<file path="src/rtl/fifo_flags.sv">
// fifo_flags: synchronous FIFO with registered read data and occupancy-derived status flags.
// Define FIFO_FLAGS_ERR_EN to compile in the sticky overflow/underflow error flags.
module fifo_flags #(
    parameter int BITNUMBER       = 8,
    parameter int LENGTH          = 8,
    parameter int ALMOST_FULL_TH  = LENGTH - 2,
    parameter int ALMOST_EMPTY_TH = 2
) (
    input  logic                       clk,
    input  logic                       reset,
    input  logic                       Fifo_wr,
    input  logic                       Fifo_rd,
    input  logic [BITNUMBER-1:0]       Fifo_Data_in,
    output logic [BITNUMBER-1:0]       Fifo_Data_out,
    output logic                       Fifo_valid,
    output logic [$clog2(LENGTH):0]    Fifo_count,
    output logic                       Fifo_full,
    output logic                       Fifo_empty,
    output logic                       Fifo_almost_full,
    output logic                       Fifo_almost_empty,
    output logic                       Fifo_overflow,
    output logic                       Fifo_underflow
);
    localparam int PW = $clog2(LENGTH);
    localparam int CW = PW + 1;
    localparam logic [CW-1:0] FULL_COUNT = CW'(LENGTH);
    localparam logic [CW-1:0] AF_COUNT   = CW'(ALMOST_FULL_TH);
    localparam logic [CW-1:0] AE_COUNT   = CW'(ALMOST_EMPTY_TH);

    logic [BITNUMBER-1:0] mem [LENGTH];
    logic [PW-1:0]        wr_ptr;
    logic [PW-1:0]        rd_ptr;
    logic [CW-1:0]        count;
    logic                 rd_ok;
    logic                 wr_ok;

    assign rd_ok = Fifo_rd && (count != '0);
    // A full FIFO still accepts a write when a read frees a slot on the same edge.
    assign wr_ok = Fifo_wr && ((count != FULL_COUNT) || rd_ok);

    always_ff @(posedge clk) begin
        if (reset) begin
            wr_ptr        <= '0;
            rd_ptr        <= '0;
            count         <= '0;
            Fifo_Data_out <= '0;
            Fifo_valid    <= 1'b0;
        end else begin
            if (wr_ok) begin
                wr_ptr <= wr_ptr + PW'(1);
            end
            if (rd_ok) begin
                rd_ptr        <= rd_ptr + PW'(1);
                Fifo_Data_out <= mem[rd_ptr];
            end
            Fifo_valid <= rd_ok;
            if (wr_ok && !rd_ok) begin
                count <= count + CW'(1);
            end else if (rd_ok && !wr_ok) begin
                count <= count - CW'(1);
            end
        end
    end

    // Storage is not cleared on reset; the pointers alone define what is valid.
    always_ff @(posedge clk) begin
        if (!reset && wr_ok) begin
            mem[wr_ptr] <= Fifo_Data_in;
        end
    end

    assign Fifo_count        = count;
    assign Fifo_full         = (count == FULL_COUNT);
    assign Fifo_empty        = (count == '0);
    assign Fifo_almost_full  = (count >= AF_COUNT);
    assign Fifo_almost_empty = (count <= AE_COUNT);

`ifdef FIFO_FLAGS_ERR_EN
    always_ff @(posedge clk) begin
        if (reset) begin
            Fifo_overflow  <= 1'b0;
            Fifo_underflow <= 1'b0;
        end else begin
            if (Fifo_wr && !wr_ok) begin
                Fifo_overflow <= 1'b1;
            end
            if (Fifo_rd && !rd_ok) begin
                Fifo_underflow <= 1'b1;
            end
        end
    end
`else
    assign Fifo_overflow  = 1'b0;
    assign Fifo_underflow = 1'b0;
`endif

endmodule

</file>
<file path="config.mk">
export PLATFORM = sky130hd
export DESIGN_NAME = fifo_flags
export DESIGN_NICKNAME = d
export VERILOG_FILES = /design/src/rtl/fifo_flags.sv
export SDC_FILE = /design/constraint.sdc
export NUM_CORES = 1
export LEC_CHECK = 0
export CORE_MARGIN = 1
export CORE_UTILIZATION = 23
export DETAILED_ROUTE_END_ITERATION = 8
export PLACE_DENSITY = 0.47
export SYNTH_ARGS = -nofsm -noshare
export SYNTH_HDL_FRONTEND = slang
export SYNTH_SLANG_ARGS = --single-unit
</file>
<file path="constraint.sdc">
create_clock -name clk -period 2.4 [get_ports clk]
set_input_delay 0.36 -clock clk [delete_from_list [all_inputs] [get_ports clk]]
set_output_delay 0.36 -clock clk [all_outputs]
set_load 0.02 [all_outputs]
</file>
**Word level (Yosys, flattened, before mapping)**

Memory sizes are Yosys's and may differ from the RTL's. A register that Yosys moved wholly into a read port is not among the register bits.
Cells that the tools add are included.

- Bitwise gates (word level): 0
- Multiplexer cells: 4
- Add/subtract/negate cells: 4
- Order comparisons: 2
- Div/mod/pow operators: 0
- Shift operators: 0
- Reduce and logical (&&, ||, !) cells: 12
- Eq/ne operators: 2
- $mul: 0

Operators with widths:

| cell | number |
|---|---|
| 4-bit two-way mux | 2 |
| 3-bit by 1-bit adder with 3-bit output (second input constant) | 2 |
| 1-bit logical AND | 5 |
| 4-bit by 1-bit adder with 4-bit output (second input constant) | 1 |
| 4-bit == test (second input constant) | 1 |
| 4-bit by 3-bit greater-or-equal comparator with 1-bit output (second input constant) | 1 |
| 4-bit by 2-bit <= comparator with 1-bit output (second input constant) | 1 |
| 4-bit zero test | 1 |
| 4-bit inequality test (second input constant) | 1 |
| 4-bit nonzero test | 1 |
| 4-bit by 1-bit subtractor with 4-bit output (second input constant) | 1 |
| 1-bit zero test | 3 |
| 1-bit two-way mux | 2 |
| 2-bit nonzero test | 1 |
| 1-bit logical OR | 1 |

- Bits in registers: 11
- Latch bits: 0
- Bits of input ports: 12
- Memories: 1
- Output and inout bits: 19
- Bits in writable memories: 64
- Bits in read-only memories: 0
- Word-level logic and storage cells: 29

Memory list:

| memory | words | bits a word | rd ports | clocked after memory_dff | wr ports | RTL line | RTL |
|---|---|---|---|---|---|---|---|
| mem | 8 | 8 | 1 | 1 | 1 | 30 | `logic [BITNUMBER-1:0] mem [LENGTH];` |

**Depth between registers and ports, before layout**

Gate-level depths: netlist (run 1).

- Depth in word-level cells: 8
- Depth in mapped cells: 10
- Mapped depth without buffers: 10

**Worst setup path after synthesis (run 1)**

OpenSTA, ideal clock, no wires.

- Path kind: register to register
- Start: reg count[3] (netlist: Fifo_count[3])
- End: reg count[3] (netlist: Fifo_count[3])
- Data required time: 2279 ps
- Buffers on the path: 0
- Library setup time: 121 ps
- Arrival: 2631 ps
- Period minus slack after synthesis: 2752 ps
- Path slack: -352 ps
- Stages on the path, launching flop included: 11
- Cells stage by stage: dfxtp_1 -> or4b_4 -> o21ai_4 -> inv_4 -> ha_1 -> inv_1 -> ha_1 -> a21oi_1 -> a211oi_1 -> a31oi_1 -> mux2_2

- Cells in the longest elaborated chain, start to end: 7
- Elaborated cells on any way between the ends: 14
- Classes of those cells: 2 x add/sub; 1 x eq/ne; 2 x mux; 9 x reduce/logical

Ends and longest elaborated chain:

| what | RTL line | RTL |
|---|---|---|
| from (decl) | 33 | `logic [CW-1:0] count;` |
| from (signal assigned) | 58 | `count <= count + CW'(1);` |
| from (signal assigned) | 60 | `count <= count - CW'(1);` |
| branches (longest 7 deep; another with 4-bit by 1-bit subtractor with 4-bit output) | -- |  |

Parallel ways; which one is timed is not known. The select of a mux whose other input is x is not followed.
A chain may end at the register's enable or synchronous reset.

**Worst setup path in the final report (run 1)**

- Start: reg count[2] (netlist: Fifo_count[2])
- End: reg count[3] (netlist: Fifo_count[3])

The elaborated chain is that of the path after synthesis.

==> results of run 1 <==
## what timing repair did
item                                    in CTS  in global routing
pin swaps                                    4                  3
setup buffers                                6                  1
endpoints found under the setup margin       1                  3
gates resized for setup                      0                  4
## metal layers
metal | global-route usage [%] | vias to the layer above | wire, um | share of wire [%]
li1 | - | 889 | - | -
met1 | 13.3 | 936 | 3340 | 46
met2 | 17.5 | 26 | 3590 | 50
met3 | 3.72 | 5 | 200 | 2.8
met4 | 3.20 | 0 | 93 | 1.3
met5 | 0 | - | 0 | 0
## per-stage QoR
stage	std cells	hold slack (ps)	area, um2	worst slack [ps]	total power [mW]
floorplan	201	459	3390	-91.6	2.70
global placement	421	445	4000	-48.2	3.19
detailed placement	421	451	4000	-79.9	3.20
CTS	443	459	4380	-11.0	4.78
global route	444	492	4410	-81.9	4.99
finish	444	456	4410	-22.5	4.74
## cells in the mapped netlist, types with 2 or more instances
| library cell | instances | area, um2 |
|---|---|---|
| a211oi_1 | 2 | 15.0 |
| a21oi_1 | 4 | 20.0 |
| buf_2 | 2 | 10.0 |
| buf_4 | 4 | 30.0 |
| clkbuf_1 | 2 | 7.51 |
| dfxtp_1 | 19 | 380 |
| edfxtp_1 | 64 | 1920 |
| ha_1 | 5 | 62.6 |
| inv_1 | 3 | 11.3 |
| mux4_2 | 16 | 360 |
| nand2_1 | 7 | 26.3 |
| nand2_2 | 2 | 12.5 |
| nor2_1 | 24 | 90.1 |
| nor3_1 | 3 | 15.0 |
| nor3_2 | 8 | 80.1 |
| nor4_1 | 2 | 12.5 |
| o22ai_1 | 8 | 50.1 |
| xnor2_1 | 2 | 17.5 |
| xor2_1 | 3 | 26.3 |
## final cells by class
cell class / count / area [um2] / area share, %
Sequential cell: 83 / 2310 / 52.5
Timing Repair Buffer: 58 / 508 / 11.5
Multi-Input combinational cell: 103 / 1010 / 22.9
Clock buffer: 9 / 225 / 5.11
Tap cell: 180 / 225 / 5.11
Clock inverter: 7 / 106 / 2.41
Inverter: 4 / 20.0 / 0.454
## cell usage in the layout (no fill, tap or decap), types with 7 or more instances in the layout
cell type        synthesis  layout
edfxtp_1                64      64
dfxtp_1                 19      15
o22ai_1                  8       8
clkdlybuf4s50_1          0      27
mux4_2                  16      16
clkbuf_16                0       9
nand2_1                  7       7
buf_4                    4      30
nor2_1                  24      24
nor3_2                   8       8
## worst max-delay path by stage
stage,slack (ps),cells past startpoint,start,endpoint
5_1_grt,-80,10,Fifo_count[2]$_SDFFE_PP0P_,Fifo_count[3]$_SDFFE_PP0P_
3_3_place_gp,-50,10,Fifo_rd,Fifo_count[3]$_SDFFE_PP0P_
3_5_place_dp,-80,10,Fifo_rd,Fifo_count[3]$_SDFFE_PP0P_
4_1_cts,-10,10,Fifo_count[0]$_SDFFE_PP0P_,Fifo_count[3]$_SDFFE_PP0P_
6_report,-20,10,Fifo_count[2]$_SDFFE_PP0P_,Fifo_count[3]$_SDFFE_PP0P_
2_1_floorplan,-90,10,Fifo_count[2]$_SDFFE_PP0P_,Fifo_count[3]$_SDFFE_PP0P_
## flip-flops by register name, summed over array words and instances, names as in the netlist
register and count:
Fifo_Data_out 8, rd_ptr 3, Fifo_valid 1, Fifo_count 4, wr_ptr 3, mem 64
## worst min-delay path: stages, from the launching register on
cell and delay, ps:
dfxtp_1 310, nand2_1 50, a21oi_1 50
## power by group
| part | switching [mW] | internal, mW | total (mW) | leakage, nW |
|---|---|---|---|---|
| sequential | 0.0625 | 1.68 | 1.74 | 0.736 |
| clock | 0.594 | 0.932 | 1.53 | 0.163 |
| combinational | 0.741 | 0.731 | 1.47 | 0.606 |
| total | 1.40 | 3.34 | 4.74 | 1.51 |
## logic make-up (layout without fill, tap and decap cells)
group,Yosys count,after routing,synth area share [%]
other cells,1,2,0.112
buf+inv,15,78,2.77
flops,83,83,68.9
compound gates,19,19,4.04
mux,18,18,11.4
xor+xnor,6,6,1.80
fa+ha+maj,6,6,2.47
simple gates,52,52,8.50
==> impl_results.md, run 1 <==
* CP Max Fanout at 4
* GRT overflow at 0
* Drt first pass iters at 6
* Routed WL at 7.22 mm
* Fraction of registers with async set/reset at 0%
* Leakage at 1.51 nW
* Gr usage total at 10.7%
* Hold Crit Start: rd_ptr[1]$_SDFFE_PP0N_
* Ys flop type: edfxtp_1
* Max cap viols at 0
* Post-DRT Antenna Nets at 0
* Worst path arrival time at 2650 ps
* Area delta synth->final at 31.9%
* CP max-delay cell: or4b_4
* Largest net degree at the start of global routing at 21
* Max VDD drop at 377 uV
* Sequential-to-total area share from yosys stat at 68.9%
* Post-synth EDFFs at 64
* Skew-Pair Late Insertion Delay at 330 ps
* FF+latch count, synth at 83
* Nets at 277
* R2r setup slk at -20 ps
* Clk root buf: clkbuf_16
* Die width at 123 um
* DR WL/cell at 16.3 um
* Final Hold Viols at 0
* Mapped Avg Cell Area at 16.7 um2
* Site Rows at 43
* Syn Inst Count at 200
* Clock tree buffer depth at 2
* FMAX at 413 MHz
* Global-route wire length before repair at 11.3 mm
* Cell family with most CP delay: compound AO/OA/AOI/OAI gates
* Drt initial violations at 86
* Data required, critical path at 2620 ps
* Hold crit path type: reg2reg
* GP Congestion at 0.719
* DR vias at 1,856
* Clk_skew at 3.24 ps
* Final setup margin at -22.5 ps
* Worst path max stage delay at 550 ps
* Buf+Inv Stages, Crit Path at 2
* Synth cell types at 39
* Reg-to-Reg Start: Fifo_count[2]$_SDFFE_PP0P_
* Worst setup SP type: register
* CTS H-Tree Depth at 3
* Worst hold endpoint: rd_ptr[1]$_SDFFE_PP0N_
* Failing checks: negative setup slack
* Post-layout min period at 2420 ps
* Port Buffer Count at 28
* Initial antenna violation count at 0
* Setup TNS at -22.5 ps
* DIE AREA at 0.0150 mm2
* Post-layout util at 31.4%
* # DRC at 0
* Synth Warn # at 0
* Worst hold stages at 2
* Setup CP Type: reg2reg
* CTS buffer count at 9
* CTS Sinks at 83
* Unrepaired setup endpoints after global routing: true
* Final period utilization at 101%
* Clock slew at reported path FFs at 60 ps
* Die Span Y at 123 um
* # setup viols final at 1
* # IOs at 31
* Core area at 0.0140 mm2
* Number of global-route vias before repair at 1,988
* Status: finished with violations
* Fillers at 1,371
* Via density at 4.18
* P per Cell Area at 1080 mW/mm2
* Worst setup EP type: register
* Share of post-route cells with drive strength above 1 at 34.1%
* TritonCTS clock tree: done
* Starting density of the core at 23.8%
* Reg2Reg Depth at 10
* Post-CTS Hold Fix Bufs at 0
* N_diodes at 0
* RR Endpoint: Fifo_count[3]$_SDFFE_PP0P_
* Post-DP HPWL at 4.67 mm
* Final-report max-slew violation count at 0
* Mapped cell area at 0.00334 mm2
* Worst-path cell chain: or4b_4, o21ai_4, inv_4, ha_4, inv_4, ha_4, a21oi_4, a211oi_2, a31oi_1, mux2_2
Note: power is estimated with default switching activity, not from simulation.
==> inputs of run 2 (changes only) <==
--- a/config.mk
+++ b/config.mk
@@ -5,10 +5,12 @@
 export SDC_FILE = /design/constraint.sdc
 export NUM_CORES = 1
 export LEC_CHECK = 0
+export ABC_CLOCK_PERIOD_IN_PS = 2400
 export CORE_MARGIN = 1
 export CORE_UTILIZATION = 23
 export DETAILED_ROUTE_END_ITERATION = 8
 export PLACE_DENSITY = 0.47
+export SLEW_MARGIN = 25
 export SYNTH_ARGS = -nofsm -noshare
 export SYNTH_HDL_FRONTEND = slang
 export SYNTH_SLANG_ARGS = --single-unit
==> results of run 2 <==
Final layout, timing and power as in run 1 (identical DEF).
==> inputs of run 3 (changes only) <==
--- a/config.mk
+++ b/config.mk
@@ -8,6 +8,7 @@
 export ABC_CLOCK_PERIOD_IN_PS = 2400
 export CORE_MARGIN = 1
 export CORE_UTILIZATION = 23
+export CTS_CLUSTER_DIAMETER = 120
 export DETAILED_ROUTE_END_ITERATION = 8
 export PLACE_DENSITY = 0.47
 export SLEW_MARGIN = 25
==> results of run 3 <==
Final layout, timing and power as in run 1 (identical DEF).
